## config.mk

```make
export PLATFORM = sky130hd
export DESIGN_NAME = pcs_tx_oset_sequencer
export DESIGN_NICKNAME = d
export VERILOG_FILES = /design/src/rtl/pcs_codes_pkg.sv /design/src/rtl/pcs_tx_oset_sequencer.sv
export SDC_FILE = /design/constraint.sdc
export NUM_CORES = 1
export LEC_CHECK = 0
export ABC_AREA = 1
export CORE_ASPECT_RATIO = 0.8
export CORE_MARGIN = 2
export CORE_UTILIZATION = 52
export DETAILED_ROUTE_END_ITERATION = 10
export PLACE_DENSITY = 0.86
export SYNTH_ARGS = -nofsm -noshare
export SYNTH_HDL_FRONTEND = slang
export SYNTH_SLANG_ARGS = --single-unit
```

## constraint.sdc

```tcl
create_clock -name GTX_CLK -period 2.46 [get_ports GTX_CLK]
set_input_delay 0.492 -clock GTX_CLK [delete_from_list [all_inputs] [get_ports GTX_CLK]]
set_output_delay 0.492 -clock GTX_CLK [all_outputs]
set_load 0.01 [all_outputs]
```

## src/rtl/pcs_codes_pkg.sv

```systemverilog
// Code-group constants and transmit sequencer state encoding shared by the
// 1000BASE-X transmit PCS blocks.
package pcs_codes_pkg;

   localparam logic [7:0] K28_5   = 8'hBC;
   localparam logic [7:0] D16_2   = 8'h50;
   localparam logic [7:0] K27_7_S = 8'hFB;
   localparam logic [7:0] K29_7_T = 8'hFD;
   localparam logic [7:0] K23_7_R = 8'hF7;
   localparam logic [7:0] K30_7_V = 8'hFE;

   // Each state names the code-group emitted on the next clock edge.
   typedef enum logic [2:0] {
      IDLE_K = 3'd0,
      IDLE_D = 3'd1,
      DATA   = 3'd2,
      EPD_R  = 3'd3,
      EPD_R2 = 3'd4
   } tx_state_e;

endpackage

```

## src/rtl/pcs_tx_oset_sequencer.sv

```systemverilog
// 1000BASE-X transmit ordered-set sequencer: turns GMII TX_EN/TX_ER/TXD into
// a stream of /I2/, /S/, data, /V/, /T/ and /R/ code-groups for the encoder.
module pcs_tx_oset_sequencer
   import pcs_codes_pkg::*;
#(
   parameter int PKT_CNT_W = 16
) (
   input  logic                 GTX_CLK,
   input  logic                 RESET,
   input  logic                 TX_EN,
   input  logic                 TX_ER,
   input  logic [7:0]           TXD,
   output logic [7:0]           tx_code,
   output logic                 tx_is_k,
   output logic                 tx_even,
   output logic                 TX_OSET_indicate,
   output logic [PKT_CNT_W-1:0] pkt_count
);

   tx_state_e            state_q, state_d;
   logic                 en_q, er_q;
   logic [7:0]           txd_q;
   logic [7:0]           code_q, code_d;
   logic                 is_k_q, is_k_d;
   logic                 even_q;
   logic                 oset_q, oset_d;
   logic [PKT_CNT_W-1:0] cnt_q, cnt_d;
   logic                 slot_even;

   // even_q describes the code-group now on the output; the one being
   // computed occupies the opposite slot.
   assign slot_even = ~even_q;

   always_comb begin
      // NOTE: every output of this block gets a default first so no path can infer a latch.
      state_d = state_q;
      code_d  = K28_5;
      is_k_d  = 1'b1;
      oset_d  = 1'b0;
      cnt_d   = cnt_q;

      case (state_q)
         IDLE_K: begin
            if (en_q) begin
               code_d  = K27_7_S;
               oset_d  = 1'b1;
               state_d = DATA;
            end else begin
               state_d = IDLE_D;
            end
         end
         IDLE_D: begin
            code_d  = D16_2;
            is_k_d  = 1'b0;
            oset_d  = 1'b1;
            state_d = IDLE_K;
         end
         DATA: begin
            oset_d = 1'b1;
            if (!en_q) begin
               code_d  = K29_7_T;
               cnt_d   = cnt_q + PKT_CNT_W'(1);
               state_d = EPD_R;
            end else if (er_q) begin
               code_d = K30_7_V;
            end else begin
               code_d = txd_q;
               is_k_d = 1'b0;
            end
         end
         EPD_R: begin
            // An /R/ on an even slot needs a second /R/ so idle restarts even.
            code_d = K23_7_R;
            if (slot_even) begin
               state_d = EPD_R2;
            end else begin
               oset_d  = 1'b1;
               state_d = IDLE_K;
            end
         end
         EPD_R2: begin
            code_d  = K23_7_R;
            oset_d  = 1'b1;
            state_d = IDLE_K;
         end
         default: begin
            state_d = IDLE_K;
         end
      endcase
   end

   always_ff @(posedge GTX_CLK) begin
      // NOTE: sequential state uses non-blocking assignments so every register samples pre-edge values.
      if (RESET) begin
         en_q    <= 1'b0;
         er_q    <= 1'b0;
         txd_q   <= 8'h00;
         state_q <= IDLE_D;
         code_q  <= K28_5;
         is_k_q  <= 1'b1;
         even_q  <= 1'b1;
         oset_q  <= 1'b0;
         cnt_q   <= '0;
      end else begin
         en_q    <= TX_EN;
         er_q    <= TX_ER;
         txd_q   <= TXD;
         state_q <= state_d;
         code_q  <= code_d;
         is_k_q  <= is_k_d;
         even_q  <= ~even_q;
         oset_q  <= oset_d;
         cnt_q   <= cnt_d;
      end
   end

   assign tx_code          = code_q;
   assign tx_is_k          = is_k_q;
   assign tx_even          = even_q;
   assign TX_OSET_indicate = oset_q;
   assign pkt_count        = cnt_q;

endmodule
```

==> Yosys cells after proc, flatten, opt, wreduce, memory -nomap -nowiden <==
Index checks and enable logic that the tools add are counted.
{ "totals": {"ff_bits": 40, "inputBits": 12, "out_inout_bits": 27, "word_cells": 35} }
{ "op_classes": {"n_addsub": 1, "n_eq_ne": 5, "mux": 14, "bitwise": 2, "n_reduce_logical": 4} }
{ "op_table": {"columns": ["cell", "n"], "rows": [
  ["$pmux 8 s4", 1],
  ["$add 16x1->16 const B", 1],
  ["$mux 8", 2],
  ["$pmux 3 s3", 1],
  ["$mux 7", 1],
  ["$eq 3x2->1 const B", 2],
  ["$mux 3", 2],
  ["$mux 1", 4],
  ["$eq 3x1->1 const B", 1],
  ["$eq 3x3->1 const B", 1],
  ["$logic_not 3->1", 1],
  ["$pmux 1 s3", 1],
  ["$reduce_or 3->1", 1],
  ["$mux 2", 1],
  ["$ne 2x2->1 const B", 1],
  ["$not 1->1", 2],
  ["$pmux 1 s2", 1],
  ["$reduce_and 2->1", 1],
  ["$reduce_or 2->1", 1]
]} }

==> Logic depth before layout (Yosys ltp) <==
Gate-level depths: netlist of run 1.
{ "depth": {"depth_word": 3, "mapped_depth": 9, "depth_no_buf": 9} }

==> Worst setup path before layout of run 1 <==
Ideal clock, no wire load.
{ "synth_timing": {"kind": "register -> register", "startpoint": "register cnt_q[0], in the netlist pkt_count[0]", "endpoint": "register cnt_q[8], in the netlist pkt_count[8]", "setup_ns": 0.113, "t_arrival_ns": 1.199, "required_ns": 2.347, "setup_slack_ns": 1.147, "path_stages_with_launch": 9, "n_path_buf": 0, "synth_period_minus_slack_ns": 1.313, "path_cell_list": "dfxtp_1 -> ha_1 -> inv_1 -> nor2_1 -> nand2_1 -> nor2_4 -> nand2_1 -> o21ai_1 -> nor2_1"} }
{ "synth_via": {"elab_chain_len": 1} }
{ "synth_rtl": {"columns": ["element", "line", "text"], "rows": [
  ["from (decl)", "pcs_tx_oset_sequencer.sv:27", "logic [PKT_CNT_W-1:0] cnt_q, cnt_d;"],
  ["from (signal assigned)", "pcs_tx_oset_sequencer.sv:113", "cnt_q <= cnt_d;"],
  ["$add 16x1->16", "pcs_tx_oset_sequencer.sv:62", "cnt_d = cnt_q + PKT_CNT_W'(1);"]
]} }
No other way between the ends.
A chain may end at the register's enable or synchronous reset.

==> Worst setup path after layout of run 1 <==
{ "layout_timing": {"startpoint": "register cnt_q[2], in the netlist pkt_count[2]", "endpoint": "output pkt_count[2]"} }
{ "layout_rtl": {"columns": ["element", "line", "text"], "rows": [
  ["to (decl)", "pcs_tx_oset_sequencer.sv:17", "output logic [PKT_CNT_W-1:0] pkt_count"]
]} }
No word-level cell between the ends.

==> results of run 1 <==
## cell families after synthesis
logic type,count (synthesis)
AND/OR/NAND/NOR,127
buffers and inverters,42
flip-flops,40
AO/OA/AOI/OAI,23
XOR/XNOR,3
adder cells (fa/ha/maj),1
## sequential cells by signal, summed over array words and instances (netlist names)
| register | count |
|---|---|
| state_q | 3 |
| en_q | 1 |
| tx_is_k | 1 |
| txd_q | 8 |
| pkt_count | 16 |
| TX_OSET_indicate | 1 |
| tx_even | 1 |
| er_q | 1 |
| tx_code | 8 |
## cells in the mapped netlist, drive strengths merged
cell type | number | area, um^2
and3 | 1 | 6.260
o21bai | 1 | 7.510
o211ai | 2 | 15.01
nand2 | 52 | 195.2
clkbuf | 3 | 11.26
nand3 | 11 | 67.57
ha | 1 | 12.51
dfxtp | 40 | 800.8
inv | 39 | 146.4
o21ai | 11 | 55.05
a21oi | 8 | 40.04
nor3 | 3 | 15.01
nor2 | 51 | 216.5
nand3b | 1 | 7.510
nand4 | 8 | 50.05
xnor2 | 2 | 17.52
a31oi | 1 | 6.260
xor2 | 1 | 8.760
## layout make-up
| cell class | count | area share (%) |
|---|---|---|
| Sequential cell | 40 | 36.12 |
| Multi-Input combinational cell | 154 | 32.51 |
| Timing Repair Buffer | 39 | 17.49 |
| Inverter | 39 | 6.603 |
| Clock buffer | 5 | 3.104 |
| Tap cell | 40 | 2.257 |
| Clock inverter | 3 | 1.919 |
## worst min-delay path, delay by kind of cell (launching register included)
family,cells,cell delay (ps)
flops,1,310
simple gates,2,80
## path summary, 6_finish.rpt
| kind | from | to | slack (ps) | depth (start not counted) |
|---|---|---|---|---|
| worst max-delay path | pkt_count[2] | pkt_count[2] | 660 | 1 |
| worst min-delay path | txd_q[4] | tx_code[4] | 430 | 2 |
| worst max register to register | pkt_count[0] | pkt_count[8] | 1020 | 8 |
| worst min register to register | txd_q[4] | tx_code[4] | 430 | 2 |
## power breakdown
group / switching (mW) / total [mW] / leakage [nW] / internal [mW]
Combinational: 0.0490 / 0.101 / 0.560 / 0.0517
Sequential: 0.0116 / 0.682 / 0.328 / 0.670
Clock: 0.230 / 0.529 / 0.0541 / 0.300
## per-layer routing
| layer | wire [um] | up-vias | track usage [%] |
|---|---|---|---|
| li1 | - | 814 | - |
| met1 | 1635 | 676 | 28.37 |
| met2 | 1572 | 62 | 33.50 |
| met3 | 252 | 9 | 3.704 |
| met4 | 56 | 0 | 11.56 |
| met5 | 0 | - | 0 |
## stage by stage
stage / power [mW] / hold slack (ps) / cells
floorplan: 0.7432 / 395.9 / 236
global route: 1.349 / 440.9 / 320
CTS: 1.319 / 428.0 / 320
finish: 1.312 / 425.7 / 320
global placement: 0.7937 / 407.2 / 312
detailed placement: 0.7968 / 408.3 / 312
==> out/summary.txt, run 1 <==
Startpoint Class = register
run status = finished clean
die width = 67.53 um
Clock transition at path regs = 80 ps
Sink Count = 40
Remaining Overflow, GRT = 0
largest net degree at the start of global routing = 21
CTS tree = done
PwrDens = 591.7 nW/um^2
Setup crit end kind = output port
Area growth, synth to finish = 32.04%
# setup viols final = 0
first-pass GRT wire length = 5740 um
Worst Path Buf+Inv = 1
Synth Area in Simple Gates = 33.23%
Setup Skew = 3.721 ps
htree depth = 2
commonest non-fill, non-tap cells in the layout = nand2_1 (52), nor2_1 (47), dfxtp_1 (40)
Longest Clk Path Bufs = 2
max_cap viols = 0
DRC = 0
Core Util, Final = 71.86%
Initial DRC Count = 72
Buffers on Ports = 38
vias per cell = 4.878
antenna violations before repair = 0
share of synthesized area spent on multiplexers = 0%
post-route cell area = 2217 um^2
Routed WL = 3516 um
syn nets = 249
total area of sequential cells = 800.8 um^2
Peak VDD IR = 0.0004131 V
Routed Antenna Nets = 0
Routed WL per cell = 10.99 um
number of global-route vias before repair = 1350
required time worst endpoint = 1970 ps
post_cts resized = 0
clk_lat worst skew = 300 ps
Top delay family on crit path = buffers and inverters
Initial Util = 54.42%
Setup Fix Bufs, Post-CTS = 0
LEAKAGE = 0.9424 nW
Synth Warn # = 0
GP Congestion = 0.8684
crit-path max FO = 7
hpwl dp = 2501 um
CTS Hold Bufs = 0
post-synthesis average cell area = 7.115 um^2
Slew HR = 65.40%
CP Cell Sequence = clkdlybuf4s50_1
Nets = 292
number of buffers created by CTS = 5
Via Count = 1561
Root Buffer Master = clkbuf_8
register area share after synthesis = 47.69%
combinational family with the most area after synthesis = simple AND/OR/NAND/NOR gates
post-synthesis xor/xnor area fraction = 1.565%
worst slew pin tran = 518.4 ps
RSZ-0062 raised after global routing = false
Synth Area in Adders = 0.7452%
boundary pin count = 39
FILL cells = 255
Yosys reg bits = 40
total die area = 3702 um^2
area of the multi-input gates = 720.7 um^2
Setup TNS = 0 ps
Worst Slack Setup Final = 662.6 ps
Site Rows = 18
Ant. Diodes = 0
min Tclk post-route = 1797 ps
Compound-Gate Fraction of Synth Area = 7.377%
CP max stage delay = 570 ps
area of the mapped netlist = 1679 um^2
WS Path Type = reg -> out
Post-DP Area = 2106 um^2
commonest non-fill, non-tap cell in the layout = nand2_1
DR pass1 iterations = 4
DP Worst Slack = 623.6 ps
WP data arrival = 1310 ps
Die Y = 54.83 um
post-synthesis cell type count = 22
synthesized instance count = 236
layout cells sized above 1 = 5.000%
slowest stage cell on the critical path = clkdlybuf4s50_1
f_max = 0.5564 GHz
max-slew violation count = 0
Final Hold Fails = 0
Final Cycle Share = 73.07%
Min-Delay Path Class = reg -> reg
gr usage total = 21.41%
CORE AREA = 3085 um^2
No activity file was read; power rests on OpenSTA's default activity.
==> run 2: changes to the inputs <==
- CORE_UTILIZATION: 52 -> 44
- PLACE_DENSITY: 0.86 -> 0.78
- clock period: 2.46 -> 1.5 ns (I/O delays scaled with it)
==> run 2 against run 1 <==
  * Worst hold slack lost 4.6 ps
  * Critical path depth unchanged
  * Non-clock buffer count is 3 higher
  * Clock skew up 4.8 ps
  * Total power is 54% higher
  * Critical endpoint is now pkt_count[15]
  * Largest cell class unchanged
==> out/summary.txt, run 2 (same netlist as run 1, synthesis figures left out) <==
FF-to-FF setup slack = 70 ps (-950 ps)
Slew HR = 77.55% (+12 points)
Routed Antenna Nets = 0 (unchanged)
WP data arrival = 1150 ps (-160 ps)
layout cells sized above 1 = 10.25% (+5.2 points)
crit-path max FO = 2 (-5)
Buffers on Ports = 38 (unchanged)
clk_lat worst skew = 290 ps (about the same)
WS Path Type = reg -> out
number of global-route vias before repair = 1326 (-1.8%)
htree depth = 2 (unchanged)
CTS tree = done
Worst Path Buf+Inv = 1 (unchanged)
Setup crit end kind = output port
Initial Util = 45.03% (-9.4 points)
gr usage total = 17.12% (-4.3 points)
hold_ws = 421.2 ps (-4.565 ps)
largest net degree at the start of global routing = 21 (unchanged)
first-pass GRT wire length = 5727 um (-0.23%)
max reg flops = 16 (unchanged)
Final Power = 2.020 mW (+54%)
Die Y = 59.26 um (+8.1%)
vias per cell = 4.783 (-2.0%)
Routed WL per cell = 10.51 um (-4.3%)
worst reg2reg endpoint = pkt_count[14]
hold path cells = 2 (unchanged)
Setup Skew = 8.527 ps (+4.806 ps)
Longest Clk Path Bufs = 2 (unchanged)
total die area = 4329 um^2 (+17%)
CP max stage delay = 530 ps (-40 ps)
CTS Hold Bufs = 0 (unchanged)
max-slew violation count = 0 (unchanged)
Ant. Diodes = 0 (unchanged)
Initial DRC Count = 130 (+81%)
worst slew pin tran = 335.5 ps (-182.9 ps)
Peak VDD IR = 0.0005658 V (+37%)
Top delay family on crit path = buffers and inverters
antenna violations before repair = 0 (unchanged)
worst setup path start = pkt_count[15]
Critical Path Sink = pkt_count[15]
Area growth, synth to finish = 34.05%
Final Cycle Share = 96.77%
DRC = 0 (unchanged)
R2R Path Start = pkt_count[0]
boundary pin count = 39 (unchanged)
slowest stage cell on the critical path = clkdlybuf4s50_1
Core Util, Final = 60.37% (-11 points)
Root Buffer Master = clkbuf_8
WP depth = 1 (unchanged)
run status = finished clean
Remaining Overflow, GRT = 0 (unchanged)
number of buffers created by CTS = 5 (unchanged)
commonest non-fill, non-tap cell in the layout = nand2_1
FF-to-FF path depth = 9 (+1)
Min-Delay Path Class = reg -> reg
commonest non-fill, non-tap cells in the layout = nand2_1 (52), nor2_1 (47), inv_1 (39)
required time worst endpoint = 1200 ps (-770 ps)
f_max = 0.6889 GHz
Startpoint Class = register
PwrDens = 897.6 nW/um^2 (+52%)
Routed WL = 3438 um (-2.2%)
DR pass1 iterations = 4 (unchanged)
hpwl dp = 2540 um (+1.6%)
CORE AREA = 3729 um^2 (+21%)
max_cap viols = 0 (unchanged)
Via Count = 1564 (+0.19%)
Site Rows = 20 (+2)
# setup viols final = 0 (unchanged)
die width = 73.07 um (+8.2%)
GP Congestion = 0.8706 (+0.25%)
min Tclk post-route = 1452 ps
Clock transition at path regs = 80 ps (about the same)
Nets = 295 (+1.0%)
Final Hold Fails = 0 (unchanged)
Sink Count = 40 (unchanged)
CP Cell Sequence = clkdlybuf4s50_1
LEAKAGE = 1.071 nW (+14%)
[run 2: worst min path at each step]
stage	start	endpoint	slack, ps
3_5_place_dp	txd_q[4]	tx_code[4]	410
5_1_grt	txd_q[4]	tx_code[4]	450
4_1_cts	txd_q[4]	tx_code[4]	420
6_report	txd_q[4]	tx_code[4]	420
3_3_place_gp	txd_q[4]	tx_code[4]	400
2_1_floorplan	txd_q[4]	tx_code[4]	400
[run 2: repair_timing]
| item | CTS | global route |
|---|---|---|
| gates cloned | 0 | 0 |
| setup endpoints to repair | 16 | 5 |
| endpoints found under the hold margin | 0 | 0 |
| gates resized for setup | 23 | 6 |
| pin swaps | 0 | 1 |
| buffers inserted | 0 | 2 |
[run 2: per-layer routing]
metal,track usage [%],up-vias,share of wire [%]
li1,-,822,-
met1,24.05,688,50
met2,24.84,49,43
met3,5.272,5,5.9
met4,6.085,0,1.2
met5,0,-,0
[run 2: power breakdown]
part | total, mW | internal, mW | leakage (nW) | switching (mW)
logic | 0.169 | 0.0889 | 0.693 | 0.0798
registers | 1.12 | 1.10 | 0.334 | 0.0166
clock network | 0.736 | 0.374 | 0.0445 | 0.362
[run 2: stage by stage]
stage | setup WS, ps | instance area [um^2] | cells | setup TNS (ps)
floorplan | 187.3 | 1679 | 236 | 0
global placement | 117.8 | 2131 | 317 | 0
detailed placement | 83.25 | 2131 | 317 | 0
CTS | 4.596 | 2221 | 325 | 0
global route | -29.58 | 2251 | 327 | -29.58
finish | 48.41 | 2251 | 327 | 0
[run 2: layout make-up]
class / instances / area, um^2
Fill cell: 334 / 1478
Clock inverter: 1 / 7.507
Inverter: 39 / 146.4
Tap cell: 44 / 55.05
Clock buffer: 7 / 86.33
Timing Repair Buffer: 42 / 414.1
Sequential cell: 40 / 814.5
Multi-Input combinational cell: 154 / 726.9
==> run 3: changes to the inputs <==
--- a/config.mk
+++ b/config.mk
@@ -8,5 +8,5 @@
 export ABC_AREA = 1
 export CORE_ASPECT_RATIO = 0.8
-export CORE_MARGIN = 2
+export CORE_MARGIN = 10
 export CORE_UTILIZATION = 44
 export DETAILED_ROUTE_END_ITERATION = 10
==> constraint.sdc (replaced) <==
create_clock -name GTX_CLK -period 1.5 [get_ports GTX_CLK]
set_input_delay 0.3 -clock GTX_CLK [delete_from_list [all_inputs] [get_ports GTX_CLK]]
set_output_delay 0.3 -clock GTX_CLK [all_outputs]
set_load 0.05 [all_outputs]
==> run 3 against run 2 <==
  * Clock power is 17% higher
  * Clock skew is 2.5 ps lower
  * Highest routed layer unchanged
  * Clock-buffer cell count is 1 lower
  * Critical path type is now reg -> reg
==> out/summary.txt, run 3 (same netlist as run 1, synthesis figures left out) <==
run status = finished clean
htree depth = 2 (unchanged)
hpwl dp = 3019 um (+19%)
Site Rows = 19 (-5.0%)
DP Worst Slack = 94.29 ps (+11.05 ps)
CTS tree = done
Area growth, synth to finish = 52.53%
GP Congestion = 0.7826 (-10%)
LEAKAGE = 1.109 nW (+3.5%)
post-route cell area = 2561 um^2 (+14%)
FILL cells = 237 (-29%)
hold_ws = 439.4 ps (+18.22 ps)
Clock transition at path regs = 80 ps (about the same)
Setup crit end kind = register
Final Hold Fails = 0 (unchanged)
clk_lat worst skew = 300 ps (about the same)
Remaining Overflow, GRT = 0 (unchanged)
largest net degree at the start of global routing = 21 (unchanged)
worst setup path start = pkt_count[0]
DRC = 0 (unchanged)
Initial DRC Count = 131 (+0.77%)
min Tclk post-route = 1367 ps (-84.48 ps)
Startpoint Class = register
DR pass1 iterations = 4 (unchanged)
max_cap viols = 0 (unchanged)
crit-path max FO = 5 (+3)
die width = 89.07 um (+22%)
boundary pin count = 39 (unchanged)
first-pass GRT wire length = 6506 um (+14%)
gr usage total = 12.34% (-4.8 points)
R2R Path Start = pkt_count[0]
Nets = 297 (+0.68%)
RSZ-0062 raised after global routing = false
layout cells sized above 1 = 16.84% (+6.6 points)
Sink Count = 40 (unchanged)
Via Count = 1568 (+0.26%)
f_max = 0.7315 GHz (+6.2%)
Worst Slack Setup Final = 132.9 ps (+84.48 ps)
total die area = 6703 um^2 (+55%)
vias per cell = 4.795 (+0.26%)
Routed Antenna Nets = 0 (unchanged)
WP data arrival = 1570 ps (+420 ps)
commonest non-fill, non-tap cells in the layout = nand2_1 (52), nor2_1 (47), inv_1 (39)
number of buffers created by CTS = 5 (unchanged)
# setup viols final = 0 (unchanged)
Peak VDD IR = 0.0007671 V (+36%)
Post-DP Area = 2424 um^2 (+14%)
PwrDens = 884.8 nW/um^2 (-1.4%)
worst slew pin tran = 372.6 ps (+37.10 ps)
commonest non-fill, non-tap cell in the layout = nand2_1
Routed WL = 3892 um (+13%)
Slew HR = 75.07% (-2.5 points)
Setup Skew = 5.980 ps (-2.547 ps)
CORE AREA = 3542 um^2 (-5.0%)
Longest Clk Path Bufs = 2 (unchanged)
Initial Util = 47.40% (+2.4 points)
max-slew violation count = 0 (unchanged)
Buffers on Ports = 38 (unchanged)
Ant. Diodes = 0 (unchanged)
Final Cycle Share = 91.14% (-5.6 points)
required time worst endpoint = 1700 ps (+500 ps)
Hold Path Origin = txd_q[4]
number of global-route vias before repair = 1477 (+11%)
antenna violations before repair = 0 (unchanged)
Root Buffer Master = clkbuf_8
Die Y = 75.26 um (+27%)
max reg flops = 16 (unchanged)
WS Path Type = reg -> reg
Routed WL per cell = 11.90 um (+13%)
Min-Delay Path Class = reg -> reg
Setup TNS = 0 ps (unchanged)
Core Util, Final = 72.31% (+12 points)
[run 3: stage by stage]
stage                     std cells  power, mW
after floorplan                 236      1.281
after global placement          318      1.427
after detailed placement        318      1.433
after CTS                       326      2.284
after global routing            327      2.347
final                           327      2.266
[run 3: what timing repair did]
action,4_1_cts,5_1_grt
hold endpoints to repair,0,0
hold buffers,0,0
setup endpoints to repair,0,4
gates resized for setup,0,5
setup buffers,0,1
[run 3: critical path, stage by stage, from the launching register on]
cell and delay, ps:
dfxtp_4 400, ha_4 150, inv_1 50, nor2_1 100
nand2_1 90, nor2_4 170, buf_4 140, xnor2_1 110
nor2_1 50
[run 3: final timing paths]
| path | endpoint | slack, ps | cells past startpoint |
|---|---|---|---|
| setup / recovery | pkt_count[6] | 130 | 8 |
| hold / removal | tx_code[4] | 440 | 2 |
| setup reg to reg | pkt_count[6] | 130 | 8 |
| hold reg to reg | tx_code[4] | 440 | 2 |
[run 3: layout make-up]
class | count | area, um^2 | area share, %
clock buffers | 6 | 72.57 | 2.833
well taps | 42 | 52.55 | 2.052
repair buffers | 44 | 708.2 | 27.65
flip-flops and latches | 40 | 808.3 | 31.56
clock inverters | 2 | 35.03 | 1.368
inverters | 39 | 146.4 | 5.716
multi-input cells | 154 | 738.2 | 28.82
[run 3: where the power goes]
group | switching (mW) | leakage (nW) | internal (mW)
clock network | 0.370 | 0.0552 | 0.493
registers | 0.0285 | 0.330 | 1.10
logic | 0.144 | 0.724 | 0.134
total | 0.542 | 1.11 | 1.72
[run 3: per-layer routing]
layer	global-route usage [%]	up-vias	wire, um
met5	0	-	0
met4	7.042	0	91
met3	4.099	8	263
met2	18.48	36	1691
met1	15.31	697	1846
li1	-	827	-
